$ cat src/rtl/inst_loader.sv
// inst_loader: turns a UART byte stream into byte writes on the instruction memory port.
// Build option INST_LOADER_CHECKSUM_EN adds a trailing XOR checksum byte after the halt word.
module inst_loader #(
    parameter int                    MEM_SIZE  = 8,
    parameter int                    MEM_LARGE = 256,
    parameter int                    ADDR_SIZE = 8,
    parameter int                    INST_SIZE = 32,
    parameter logic [INST_SIZE-1:0]  HALT_INST = 32'hFFFFFFFF
) (
    input  logic                 i_clock,
    input  logic                 i_reset,
    input  logic                 i_start,
    input  logic [MEM_SIZE-1:0]  i_rx_data,
    input  logic                 i_rx_valid,
    output logic                 o_mem_enable,
    output logic                 o_mem_write_enable,
    output logic [MEM_SIZE-1:0]  o_mem_write_data,
    output logic [ADDR_SIZE-1:0] o_mem_write_addr,
    output logic                 o_busy,
    output logic                 o_done,
    output logic                 o_overflow,
    output logic                 o_drop,
    output logic [ADDR_SIZE-2:0] o_word_count,
    output logic                 o_chk_err,
    output logic [2:0]           o_state
);

    // Handshake: i_rx_valid is a one-cycle strobe with no back-pressure. A byte is
    // taken only in WAIT_BYTE (or CHK_WAIT); one arriving in WRITE/CHECK is lost and
    // latched on o_drop; in IDLE/DONE/ERROR it is silently ignored.
    localparam int CNT_W = ADDR_SIZE - 1;

    typedef enum logic [2:0] {
        S_IDLE      = 3'd0,
        S_WAIT_BYTE = 3'd1,
        S_WRITE     = 3'd2,
        S_CHECK     = 3'd3,
        S_DONE      = 3'd4,
        S_ERROR     = 3'd5,
        S_CHK_WAIT  = 3'd6
    } state_t;

    state_t                r_state;
    state_t                w_next_state;
    logic [MEM_SIZE-1:0]   r_byte;
    logic [ADDR_SIZE-1:0]  r_addr;
    logic [ADDR_SIZE-1:0]  r_last_addr;
    logic [INST_SIZE-1:0]  r_asm;
    logic [CNT_W-1:0]      r_word_cnt;
    logic                  r_drop;
    logic                  w_halt;
    logic                  w_last_addr;
    logic                  w_restart;

    assign w_halt      = (r_asm == HALT_INST);
    assign w_last_addr = (r_last_addr == ADDR_SIZE'(MEM_LARGE - 1));
    assign w_restart   = i_start &&
                         (r_state == S_IDLE || r_state == S_DONE || r_state == S_ERROR);

`ifdef INST_LOADER_CHECKSUM_EN
    logic [MEM_SIZE-1:0] r_xsum;
    logic                r_chk_err;

    always_ff @(posedge i_clock or negedge i_reset) begin
        if (!i_reset) begin
            r_xsum    <= '0;
            r_chk_err <= 1'b0;
        end else if (w_restart) begin
            r_xsum    <= '0;
            r_chk_err <= 1'b0;
        end else if (r_state == S_WRITE) begin
            r_xsum <= r_xsum ^ r_byte;
        end else if (r_state == S_CHK_WAIT && i_rx_valid && i_rx_data != r_xsum) begin
            r_chk_err <= 1'b1;
        end
    end

    assign o_chk_err = r_chk_err;
`else
    assign o_chk_err = 1'b0;
`endif

    always_ff @(posedge i_clock or negedge i_reset) begin
        if (!i_reset) r_state <= S_IDLE;
        else          r_state <= w_next_state;
    end

    always_comb begin
        w_next_state = r_state;
        case (r_state)
            S_IDLE, S_DONE, S_ERROR: if (i_start) w_next_state = S_WAIT_BYTE;
            S_WAIT_BYTE: if (i_rx_valid) w_next_state = S_WRITE;
            S_WRITE: w_next_state = (r_addr[1:0] == 2'd3) ? S_CHECK : S_WAIT_BYTE;
            S_CHECK: begin
                if (w_halt) begin
`ifdef INST_LOADER_CHECKSUM_EN
                    w_next_state = S_CHK_WAIT;
`else
                    w_next_state = S_DONE;
`endif
                end else if (w_last_addr) begin
                    w_next_state = S_ERROR;
                end else begin
                    w_next_state = S_WAIT_BYTE;
                end
            end
`ifdef INST_LOADER_CHECKSUM_EN
            S_CHK_WAIT: if (i_rx_valid) w_next_state = (i_rx_data == r_xsum) ? S_DONE : S_ERROR;
`endif
            default: w_next_state = S_IDLE;
        endcase
    end

    always_comb begin
        o_mem_enable       = 1'b0;
        o_mem_write_enable = 1'b0;
        o_busy             = 1'b0;
        o_done             = 1'b0;
        o_overflow         = 1'b0;
        case (r_state)
            S_WAIT_BYTE, S_CHECK, S_CHK_WAIT: begin
                o_mem_enable = 1'b1;
                o_busy       = 1'b1;
            end
            S_WRITE: begin
                o_mem_enable       = 1'b1;
                o_mem_write_enable = 1'b1;
                o_busy             = 1'b1;
            end
            S_DONE:  o_done     = 1'b1;
            S_ERROR: o_overflow = 1'b1;
            default: ;
        endcase
    end

    // Word assembly is big-endian: the first byte of a group ends up in the top byte.
    always_ff @(posedge i_clock or negedge i_reset) begin
        if (!i_reset) begin
            r_byte      <= '0;
            r_addr      <= '0;
            r_last_addr <= '0;
            r_asm       <= '0;
            r_word_cnt  <= '0;
            r_drop      <= 1'b0;
        end else begin
            case (r_state)
                S_IDLE, S_DONE, S_ERROR: begin
                    if (i_start) begin
                        r_addr     <= '0;
                        r_asm      <= '0;
                        r_word_cnt <= '0;
                        r_drop     <= 1'b0;
                    end
                end
                S_WAIT_BYTE: if (i_rx_valid) r_byte <= i_rx_data;
                S_WRITE: begin
                    r_asm       <= {r_asm[INST_SIZE-MEM_SIZE-1:0], r_byte};
                    r_addr      <= r_addr + ADDR_SIZE'(1);
                    r_last_addr <= r_addr;
                    if (i_rx_valid) r_drop <= 1'b1;
                end
                S_CHECK: begin
                    r_word_cnt <= r_word_cnt + CNT_W'(1);
                    if (i_rx_valid) r_drop <= 1'b1;
                end
                default: ;
            endcase
        end
    end

    assign o_mem_write_data = r_byte;
    assign o_mem_write_addr = (r_state == S_WRITE) ? r_addr : r_last_addr;
    assign o_drop           = r_drop;
    assign o_word_count     = r_word_cnt;
    assign o_state          = r_state;

endmodule
$ cat config.mk
export PLATFORM = sky130hd
export DESIGN_NAME = inst_loader
export DESIGN_NICKNAME = d
export VERILOG_FILES = /design/src/rtl/inst_loader.sv
export SDC_FILE = /design/constraint.sdc
export NUM_CORES = 1
export LEC_CHECK = 0
export ABC_AREA = 1
export CAP_MARGIN = 10
export CELL_PAD_IN_SITES_DETAIL_PLACEMENT = 0
export CELL_PAD_IN_SITES_GLOBAL_PLACEMENT = 1
export CORE_ASPECT_RATIO = 1.75
export CORE_UTILIZATION = 40
export CTS_BUF_LIST = sky130_fd_sc_hd__clkbuf_16
export DETAILED_ROUTE_END_ITERATION = 8
export PLACE_DENSITY = 0.85
export SLEW_MARGIN = 20
export SYNTH_ARGS = -nofsm -noshare
export SYNTH_HDL_FRONTEND = slang
export SYNTH_SLANG_ARGS = --single-unit
export TNS_END_PERCENT = 1
$ cat constraint.sdc
create_clock -name i_clock -period 2.2 [get_ports i_clock]
set_clock_uncertainty 0.1 [all_clocks]
set_input_delay 0.44 -clock i_clock [delete_from_list [all_inputs] [get_ports i_clock]]
set_output_delay 0.44 -clock i_clock [all_outputs]
set_load 0.02 [all_outputs]
Yosys cells after proc, flatten, opt, wreduce, memory -nomap -nowiden

Cells that the tools add are included.

Register bits after elaboration: 67
Output and inout port bits: 33

Add/subtract/negate cells: 2
Equal/unequal tests: 12
Multiplexer cells: 20
Reductions and logical operators: 12

Operators with widths:

| cell                                                                   | number |
|---|---|
| 32-bit one-hot mux with 2 select lines                                 | 1 |
| 32-bit equality test (second input constant)                           | 1 |
| 32-bit 2-to-1 mux                                                      | 1 |
| 8-bit 2-to-1 mux                                                       | 2 |
| 8-bit one-hot mux with 2 select lines                                  | 1 |
| 7-bit one-hot mux with 2 select lines                                  | 1 |
| 3-bit 2-to-1 mux                                                       | 4 |
| 3-bit one-hot mux with 4 select lines                                  | 1 |
| 3-bit equality test (second input constant)                            | 3 |
| 8-bit by 1-bit adder with 8-bit output (second input constant)         | 1 |
| 8-bit equality test (second input constant)                            | 1 |
| 2-bit AND reduction                                                    | 4 |
| 7-bit by 1-bit adder with 7-bit output (second input constant)         | 1 |
| 7-bit 2-to-1 mux                                                       | 1 |
| 3-bit by 2-bit equality test with 1-bit output (second input constant) | 2 |
| 1-bit 2-to-1 mux                                                       | 6 |
| 2-bit nonzero test                                                     | 3 |
| 2-bit inequality test (second input constant)                          | 2 |
| 4-bit OR reduction                                                     | 1 |
| 3-bit by 1-bit equality test with 1-bit output (second input constant) | 1 |
| 3-bit zero test                                                        | 1 |
| 3-bit AND reduction                                                    | 1 |
| 3-bit OR reduction                                                     | 1 |
| 2-bit equality test (second input constant)                            | 1 |
| other kinds (4)                                                        | 4 |

Depth between registers and ports, before layout

Gate-level depths: netlist of the first run.

Word-level depth: 4
Mapped depth: 9
Gate-level depth less buffers: 9

Worst setup path after synthesis of the first run

OpenSTA, ideal clock, no wires.

Path type: reg2out
From: reg r_state[1] (netlist: o_state[1])
To: out o_mem_write_addr[1]
Arrival time: 1.640 ns
Slack: 0.020 ns
Cell stages (with the launch flop): 6
Buffers on the path: 1
Cells stage by stage: dfrtp_1 nand2_2 nor2_4 inv_2 clkbuf_1 o21ai_0

Longest elaborated chain between the ends: 2

RTL lines:

| item                                           | line | RTL |
|---|---|---|
| start, declared                                | 43   | `state_t r_state;` |
| start signal, assigned                         | 85   | `else r_state <= w_next_state;` |
| 3-bit by 2-bit equality test with 1-bit output | 172  | `assign o_mem_write_addr = (r_state == S_WRITE) ? r_addr : r_last_addr;` |
| 8-bit 2-to-1 mux                               | --   |  |
| end, declared                                  | 18   | `output logic [ADDR_SIZE-1:0] o_mem_write_addr,` |

Every way passes these cells.

Worst setup path in the final report of the first run

From: reg r_state[2] (netlist: o_state[2])
To: out o_mem_write_addr[0]

The elaborated chain is that of the path after synthesis.

==> results of run 1 <==
## kinds of logic (layout without fill, tap and decap cells)
| kind of cell | count (synthesis) | after routing | synth area share, % |
|---|---|---|---|
| simple gates | 127 | 127 | 18.9 |
| flops | 67 | 67 | 56.2 |
| buf+inv | 67 | 122 | 9.57 |
| compound gates | 65 | 65 | 12.0 |
| mux | 5 | 5 | 2.39 |
| fa+ha+maj | 2 | 2 | 0.839 |
| other cells | 1 | 1 | 0.126 |
## cells in the final DEF, fill, tap and decap left out, types with 6 or more instances in the layout
master / netlist / layout
a21oi_1: 10 / 10
clkbuf_2: 0 / 6
buf_4: 4 / 6
nor2_1: 26 / 26
clkdlybuf4s50_1: 0 / 29
o22ai_1: 21 / 21
inv_1: 53 / 55
o21ai_0: 32 / 31
nand3_1: 15 / 15
dfrtp_1: 67 / 67
nand2_1: 72 / 72
clkbuf_16: 0 / 9
## timing repair
item,4_1_cts,5_1_grt
resized for setup,23,12
hold endpoints to repair,2,0
setup endpoints to repair,13,8
hold buffers,1,0
cloned,0,0
## worst max path at each step
| stage | end | slack (ps) | cells past startpoint |
|---|---|---|---|
| floorplan | o_mem_write_addr[1] | 20 | 5 |
| global placement | o_mem_write_addr[5] | 30 | 6 |
| detailed placement | o_mem_write_addr[5] | 40 | 6 |
| CTS | o_mem_write_addr[6] | 0.2 | 6 |
| global route | o_mem_write_addr[0] | -40 | 6 |
| finish | o_mem_write_addr[0] | 50 | 6 |
## metal layers
layer,routed length (um),vias up,share of wire [%]
met5,0,-,0
met3,257,11,4.3
met4,108,0,1.8
li1,-,1161,-
met2,3050,58,51
met1,2560,1100,43
## report_power, final
group	switching, mW	leakage, nW	internal [mW]
Combinational	1.15	0.755	0.771
Clock	0.473	0.132	0.734
Sequential	0.274	0.886	1.67
## registers in the layout, summed over array words and instances (netlist names)
| register | cells |
|---|---|
| r_asm | 32 |
| o_mem_write_data | 8 |
| r_addr | 8 |
| r_last_addr | 8 |
| o_word_count | 7 |
| o_state | 3 |
| o_drop | 1 |
## cell usage after synthesis, types with 2 or more instances
library cell and number:
o21ai_0 32, nand2_1 72, nand2_4 2, buf_6 2, nand2_2 3, nand4_1 2
ha_1 2, nor2_1 26, a21oi_1 10, o22ai_1 21, dfrtp_1 67, inv_2 2
nand3_1 15, mux2_4 4, inv_1 53, buf_4 4, nor2_4 4, clkbuf_1 2
buf_2 3
## critical path, cell delays in order (launching register included)
cell	delay (ps)
dfrtp_1	370
inv_1	90
nand2_2	80
nor2_4	110
buf_4	210
o21a_1	160
clkdlybuf4s15_2	260
## layout make-up
cell class / instances / area share (%)
inverters: 55 / 5.60
well taps: 86 / 2.88
repair buffers: 51 / 12.5
flip-flops and latches: 67 / 44.9
clock buffers: 9 / 6.03
multi-input cells: 200 / 27.3
clock inverters: 7 / 0.738
==> metrics.md, run 1 <==
| Metric | Value |
|---|---|
| R2r worst-path depth | 7 |
| Final Util | approximately half |
| Synth Register Bits | 67 |
| Sequential element share of the synthesized area | roughly 56% |
| DR vias/cell | around 4.9 |
| Max clock buf depth | 2 |
| Leakage power | 1.77 nW |
| Number of max-cap violations | 0 |
| Global Route Usage Sum | 17.3% |
| Pin count of the biggest net entering global routing | 47 |
| Ys async rst share | 100% |
| Synth warn | 0 |
| Reg-to-reg endpoint | r_asm[23]$_DFFE_PN0P_ |
| Final Non-Filler Cells | 475 |
| # Post-CTS Setup Buffers | 0 |
| Post-DP HPWL | between 4000 and 5000 um |
| Routed vias | approximately 2300 |
| Residual DRC count | 0 |
| Tmin final | 2150 ps |
| Critical-path maximum fanout | 14 |
| Worst reg2reg startpoint | o_state[0]$_DFFE_PN0P_ |
| Starting Density | 41.2% |
| Detail Route Antenna Nets | 0 |
| Slew headroom | roughly 65% |
| Pwr dens | 1360 nW/um2 |
| Mean Syn Cell Area | between 8 and 9 um2 |
| Worst slack, placed | 38.9 ps |
| IO Count | 45 |
| Setup crit start kind | flip-flop |
| DR iter-0 viols | 90 |
| Die Y | roughly 120 um |
| Worst-margin pin slew | 530 ps |
| Final hold vios | 0 |
| Vias in the first global route | between 2000 and 2500 |
| Die width | 67.3 um |
| Critical hold path startpoint | r_last_addr[2]$_DFF_PN0_ |
| Net count after synthesis | 348 |
| Mapped Area | 2980 um2 |
| Sinks on Clock Net | 67 |
| Cell Count Post-Placement | 458 |
| Final net count | 398 |
| Critical Path Sink Type | output port |
| Met1 Resource Use GR | about 20% |
| Worst setup margin | 47.4 ps |
| Final GP Congestion | 0.793 |
| Hold crit path type | reg2reg |
| Worst Hold Path Cells | 2 |
| Pwr Total | 5.07 mW |
| CP arrival | 1610 ps |
| VDD IR max | 0.841 mV |
| Number of detailed-route iterations in the first pass | 5 |
| Max Clk Rate | ~460 MHz |
| FILL cells | 680 |
| GRT met3 Usage | 5.27% |
| Core region area | 7230 um2 |
| Layout cell share with drive strength beyond 1 | 11.3% |
| Area Growth Syn to Fin | 25.2% |
| GR peak layer | met2 |
| Final setup viols | 0 |
| Post-Syn Instances | ~330 |
| R2R Setup Slk | 470 ps |
| WHS | 395 ps |
| Clk pin slew, worst setup/hold paths | 50 ps |
| Max-slew violations | 0 |
| ANT cells | 0 |
| Synth top area cells | dfrtp_1 56%, nand2_1 9.1%, inv_1 6.7%, o21ai_0 5.4%, o22ai_1 4.4% |
| Multi-input gate area | 1020 um2 |
| Main synth FF type | dfrtp_1 |
| First-pass GRT wire length | 9770 um |
| Critical Path Source | o_state[2]$_DFFE_PN0P_ |
| Initial antenna violation count | 0 |
| Post-synth EDFFs | 0 |
| Full die area | 7820 um2 |
| Worst skew pair latency | 330 ps |
| Post-synth top area cell | dfrtp_1 |
| Routed len/inst | 12.6 um |
| Design area | 3730 um2 |
| Hold EP | r_last_addr[2]$_DFF_PN0_ |
| GRT overflow | 0 |
| TritonCTS clock tree | built |
| Post-synth top area share | around 56% |
| CTS Buf Count | 9 |
| Clock root cell | clkbuf_16 |
| Status | finished clean |
| Row count | 41 |
| CP Class | reg2out |
| Grt met2 use | 27.7% |
| Clock H-tree levels | 3 |
| Register area | between 1500 and 2000 um2 |
| Final setup TNS | 0 ps |
| RSZ-0062 raised after global routing | yes |
| Final Cycle Share | 97.8% |
| Port Buffers | 43 |
| Number of library cell types mapped by synthesis | 27 |
| Detailed-route wire length | 5980 um |
| Critical path required time | 1660 ps |
| Post-DP Area | 3500 um2 |
(Power assumes the default switching activity.)
==> inputs of run 2 (changes only) <==
- GPL_TIMING_DRIVEN: unset -> 0
- PLACE_DENSITY: 0.85 -> unset
- PLACE_DENSITY_LB_ADDON: unset -> 0.1
==> run 2 against run 1 <==
Effect of this change:
- maximum frequency shrank 3.5%
- count of clock-buffer cells in the layout is the same
- the run now ends with setup timing left
- register-to-register slack improved by 120 ps
- critical path depth grew 3
- largest power group is now combinational cells
- utilization is 2.2 points higher
- critical path type unchanged
- non-clock buffer count is 14 higher
- final area rose by 4.3%
- global-route usage rose by 3.8 points
==> metrics.md, run 2 (synthesis results as in run 1) <==
| Metric | Value |
|---|---|
| Clk pin slew, worst setup/hold paths | 50 ps |
| Layout cell share with drive strength beyond 1 | 17.1% |
| Max Clk Rate | 448 MHz |
| Tmin final | around 2200 ps |
| Die Y | 116 um |
| Global Route Usage Sum | 21.1% |
| Max clock buf depth | 2 |
| Most common cell after layout, fill and taps aside | nand2_1 |
| Slowest stage delay, CP | 400 ps |
| Status | complete, but fails checks |
| DR iter-0 viols | 78 |
| Starting Density | 41.2% |
| Die width | 67.3 um |
| Sinks on Clock Net | 67 |
| Max-slew violations | 0 |
| Critical Path Source | o_state[2]$_DFFE_PN0P_ |
| Clock H-tree levels | 3 |
| Slowest stage cell, crit path | dfrtp_1 |
| Worst reg2reg startpoint | o_state[2]$_DFFE_PN0P_ |
| Design area | 3890 um2 |
| Worst skew pair latency | 330 ps |
| Residual DRC count | 0 |
| Full die area | 7820 um2 |
| Vias in the first global route | 2470 |
| VDD IR max | 0.723 mV |
| WHS | about 400 ps |
| Most frequent cells in the layout | 71 x nand2_1, 65 x dfrtp_1, 56 x inv_1, 29 x clkdlybuf4s50_1, 28 x o21ai_0 |
| Area Growth Syn to Fin | 30.5% |
| Detailed-route wire length | 7180 um |
| Row count | roughly 40 |
| Final hold vios | 0 |
| Biggest register | r_asm |
| R2R Setup Slk | 590 ps |
| Final Cycle Share | 101% |
| Worst setup margin | -30.7 ps |
| Final net count | 412 |
| FILL cells | about 700 |
| Critical Path Sink | o_mem_write_addr[0] |
| Reg-to-reg endpoint | r_asm[12]$_DFFE_PN0P_ |
| R2r worst-path depth | 7 |
| Final GP Congestion | around 0.76 |
| First-pass GRT wire length | approximately 12000 um |
| Pwr dens | ~1400 nW/um2 |
| Pin count of the biggest net entering global routing | 42 |
| Port Buffers | 43 |
| Final setup TNS | -30.7 ps |
| Detail Route Antenna Nets | 0 |
| IO Count | 45 |
| Pwr Total | 5.35 mW |
| Worst-path cell chain | inv_2 -> nand2_4 -> nor2_4 -> inv_4 -> buf_8 -> nor2_2 -> inv_1 -> o21a_1 -> buf_6 |
| Slew headroom | 65.2% |
| Clock root cell | clkbuf_16 |
| Routed len/inst | between 10 and 15 um |
| Post-DP HPWL | 5290 um |
| TritonCTS clock tree | built |
| CTS Buf Count | 9 |
| Critical path required time | around 1700 ps |
| Critical-path maximum fanout | 6 |
| Setup crit start kind | flip-flop |
| Hold crit path type | reg2reg |
| Critical Path Sink Type | output port |
| Post-DP Area | ~3500 um2 |
| DR vias/cell | 5.00 |
| Routed vias | 2444 |
| Worst-margin pin slew | 517 ps |
| Worst slack, placed | -587 ps |
| ANT cells | 0 |
| Initial antenna violation count | 0 |
| Max reg flops | 32 |
| Violated checks | setup timing |
| CP Class | reg2out |
| Number of detailed-route iterations in the first pass | 4 |
| Core region area | ~7200 um2 |
| CP arrival | between 1500 and 2000 ps |
| Leakage power | between 1.5 and 2 nW |
| GRT overflow | 0 |
| Number of max-cap violations | 0 |
| RSZ-0062 raised after global routing | yes |
| Final setup viols | 1 |
run 2: critical path, delay by kind of cell, from the launching register on:
family                 cells  cell delay, ps
buffers and inverters      5             500
flip-flops                 1             400
AND/OR/NAND/NOR            3             320
AO/OA/AOI/OAI              1             130
run 2: timing repair:
item | CTS | global route
pin swaps | 1 | 1
hold endpoints to repair | 26 | 0
endpoints found under the setup margin | 13 | 9
resized for setup | 56 | 16
hold buffers | 1 | 0
buffers inserted | 2 | 6
run 2: area by class of cell:
type / instances / area, um2 / share of cell area [%]
Inverter: 55 / 209 / 5.37
Buffer: 12 / 98.8 / 2.54
Clock buffer: 9 / 225 / 5.79
Timing Repair Buffer: 53 / 490 / 12.6
Sequential cell: 67 / 1680 / 43.1
Multi-Input combinational cell: 200 / 1050 / 27.0
Tap cell: 86 / 108 / 2.76
Clock inverter: 7 / 30.0 / 0.771
run 2: metrics by stage:
step           util, %  instances
2_1_floorplan        -        334
3_3_place_gp      48.7        463
5_1_grt           53.8        489
4_1_cts           52.7        483
3_5_place_dp      48.9        464
6_report          53.8        489
run 2: per-layer routing:
metal | global-route usage (%) | wire length (um) | up-vias
li1 | - | - | 1194
met1 | 20.6 | 2630 | 1182
met2 | 38.5 | 4050 | 47
met3 | 5.27 | 240 | 21
met4 | 12.5 | 266 | 0
met5 | 0 | 0 | -
run 2: power breakdown:
| part | internal (mW) | leakage, nW | switching [mW] |
|---|---|---|---|
| Clock | 0.737 | 0.144 | 0.489 |
| Sequential | 1.68 | 0.883 | 0.299 |
| Combinational | 0.912 | 0.835 | 1.24 |
run 2: how the worst min path moves through the flow:
stage,startpoint,end,slack [ps],cells after the start
final,r_last_addr[5]$_DFF_PN0_,r_last_addr[5]$_DFF_PN0_,400,2
after CTS,r_last_addr[3]$_DFF_PN0_,r_last_addr[3]$_DFF_PN0_,400,2
after floorplan,i_reset,o_drop$_DFFE_PN0P_,40,0
after global routing,r_asm[24]$_DFFE_PN0P_,r_asm[24]$_DFFE_PN0P_,430,2
after detailed placement,i_reset,o_word_count[4]$_DFFE_PN0P_,290,1
after global placement,o_drop$_DFFE_PN0P_,o_drop$_DFFE_PN0P_,370,2
==> inputs of run 3 (changes only) <==
- CORE_ASPECT_RATIO: 1.75 -> 1.1
==> run 3 against run 2 <==
Effect of this change:
- the flow finishes with violations (DRC)
- final area grew 0.87%
- global-route usage down 2.7 points
- clock power increased by 14%
- combinational power fell by 2%
- wire length shrank 12%
- total power rose by 2.3%
- worst setup slack improved by 89 ps
- via count shrank 3.6%
- utilization increased by 1.3 points
- hold slack is essentially flat
- final cell count down 0.20%
==> metrics.md, run 3 (synthesis results as in run 1) <==
| Metric | Value |
|---|---|
| Number of max-cap violations | 0 |
| Core region area | 7130 um2 |
| Layout cell share with drive strength beyond 1 | 17.9% |
| Sinks on Clock Net | 67 |
| Max clock buf depth | 2 |
| Pwr Total | 5.47 mW |
| CP Buf/Inv Count | 4 |
| Clock H-tree levels | 3 |
| Routed len/inst | about 13 um |
| WP depth | 8 |
| Pin count of the biggest net entering global routing | 42 |
| Reg-to-reg endpoint | r_asm[13]$_DFFE_PN0P_ |
| First-pass GRT wire length | between 10000 and 15000 um |
| WHS | 400 ps |
| Worst-path cell chain | nand2_2 -> nor2_4 -> inv_4 -> buf_8 -> nor2_4 -> inv_2 -> o21a_1 -> buf_6 |
| Crit path top cell by count | nor2_4 |
| Final Non-Filler Cells | 488 |
| Status | complete, but fails checks |
| Clock Power Share | 25.5% |
| Worst setup margin | a little under 60 ps |
| CP arrival | roughly 1600 ps |
| Slowest stage cell, crit path | dfrtp_2 |
| Critical Path Sink Type | output port |
| DR vias/cell | 4.83 |
| Switching Share | a little under two fifths |
| Row count | 32 |
| Slowest stage delay, CP | 440 ps |
| Sequential Power Share | 36.2% |
| Final setup TNS | 0 ps |
| Full die area | 7800 um2 |
| ANT cells | 0 |
| R2R Setup Slk | 590 ps |
| Post-DP Area | around 3500 um2 |
| Initial antenna violation count | 0 |
| Max Clk Rate | 467 MHz |
| DR iter-0 viols | 109 |
| Cell Count Post-Placement | 463 |
| Final GP Congestion | 0.743 |
| Tmin final | 2140 ps |
| RSZ-0062 raised after global routing | yes |
| Max-slew violations | 0 |
| TritonCTS clock tree | built |
| Critical path required time | 1660 ps |
| Residual DRC count | 7 |
| CP Class | reg2out |
| Worst slack, placed | -491 ps |
| Worst reg2reg startpoint | o_state[0]$_DFFE_PN0P_ |
| Clock root cell | clkbuf_16 |
| Port Buffers | 43 |
| Final Util | 55.1% |
| Worst skew pair latency | roughly 320 ps |
| Internal power consumption | about 3.5 mW |
| Number of detailed-route iterations in the first pass | 6 |
| Max reg flops | 32 |
| Global Route Usage Sum | 18.4% |
| Biggest register | r_asm |
| Die width | around 84 um |
| Design area | 3930 um2 |
| Leakage power | 1.86 nW |
| R2r worst-path depth | 7 |
| Most common cell after layout, fill and taps aside | nand2_1 |
| IO Count | between 40 and 50 |
| Most frequent cells in the layout | 72 x nand2_1, 65 x dfrtp_1, 51 x inv_1, 29 x clkdlybuf4s50_1, 28 x o21ai_0 |
| Worst Hold Path Cells | 2 |
| Critical Path Sink | o_mem_write_addr[0] |
| Sw power | 2.01 mW |
| Final setup viols | 0 |
| Critical Path Source | o_state[1]$_DFFE_PN0P_ |
| Critical-path maximum fanout | 7 |
| Setup crit start kind | flip-flop |
| Routed vias | 2355 |
| Hold crit path type | reg2reg |
| Pwr dens | 1390 nW/um2 |
| CTS Buf Count | 9 |
| Detailed-route wire length | 6300 um |
| GRT overflow | 0 |
| Combinational share of power | approximately two fifths |
| Final net count | 412 |
| Clk pin slew, worst setup/hold paths | 60 ps |
| Worst path top cell family by delay | flip-flops |
| Final hold vios | 0 |
| Final Cycle Share | 97.4% |
| Post-DP HPWL | 4490 um |
| VDD IR max | 0.626 mV |
| Violated checks | DRC |
| Starting Density | a little over two fifths |
| Area Growth Syn to Fin | 31.7% |
| Die Y | around 93 um |
| Detail Route Antenna Nets | 0 |
| Vias in the first global route | between 2000 and 2500 |
-- run 3: worst min path at each step --
stage / start / to
5_1_grt: r_last_addr[1]$_DFF_PN0_ / r_last_addr[1]$_DFF_PN0_
3_5_place_dp: i_reset / o_word_count[2]$_DFFE_PN0P_
4_1_cts: r_last_addr[3]$_DFF_PN0_ / r_last_addr[3]$_DFF_PN0_
6_report: r_last_addr[3]$_DFF_PN0_ / r_last_addr[3]$_DFF_PN0_
2_1_floorplan: i_reset / o_drop$_DFFE_PN0P_
3_3_place_gp: r_last_addr[3]$_DFF_PN0_ / r_last_addr[3]$_DFF_PN0_
-- run 3: tightest hold or removal path, stage by stage, from the launching register on --
cell     delay, ps
dfrtp_1        340
nand2_1         50
nand2_1         70
-- run 3: per-layer routing --
layer	global-route usage [%]	wire length [um]	vias up
met3	4.01	241	5
li1	-	-	1195
met1	24.2	3090	1100
met2	29.9	2910	55
met4	6.47	59	0
met5	0	0	-
-- run 3: area by class of cell --
type,instances,area (um2)
fill,683,3200
sequential,67,1680
multi-input combinational,200,1040
timing repair buffer,54,500
clock buffer,9,225
inverter,55,209
tap,85,106
buffer,11,95.1
clock inverter,7,68.8
-- run 3: what timing repair did --
| item | 4_1_cts | 5_1_grt |
|---|---|---|
| endpoints found under the hold margin | 26 | 0 |
| hold buffers | 1 | 0 |
| buffers inserted | 4 | 5 |
| resized for setup | 55 | 19 |
| setup endpoints to repair | 13 | 9 |
| pin swaps | 1 | 1 |
-- run 3: power by group through the flow --
stage          combinational (mW)  clock (mW)  sequential (mW)
6_report                     2.10        1.40             1.98
2_1_floorplan                1.10           0             2.11
4_1_cts                      2.03        1.42             1.98
3_5_place_dp                 2.00           0             1.99
3_3_place_gp                 1.98           0             1.97
5_1_grt                      2.31        1.49             2.05
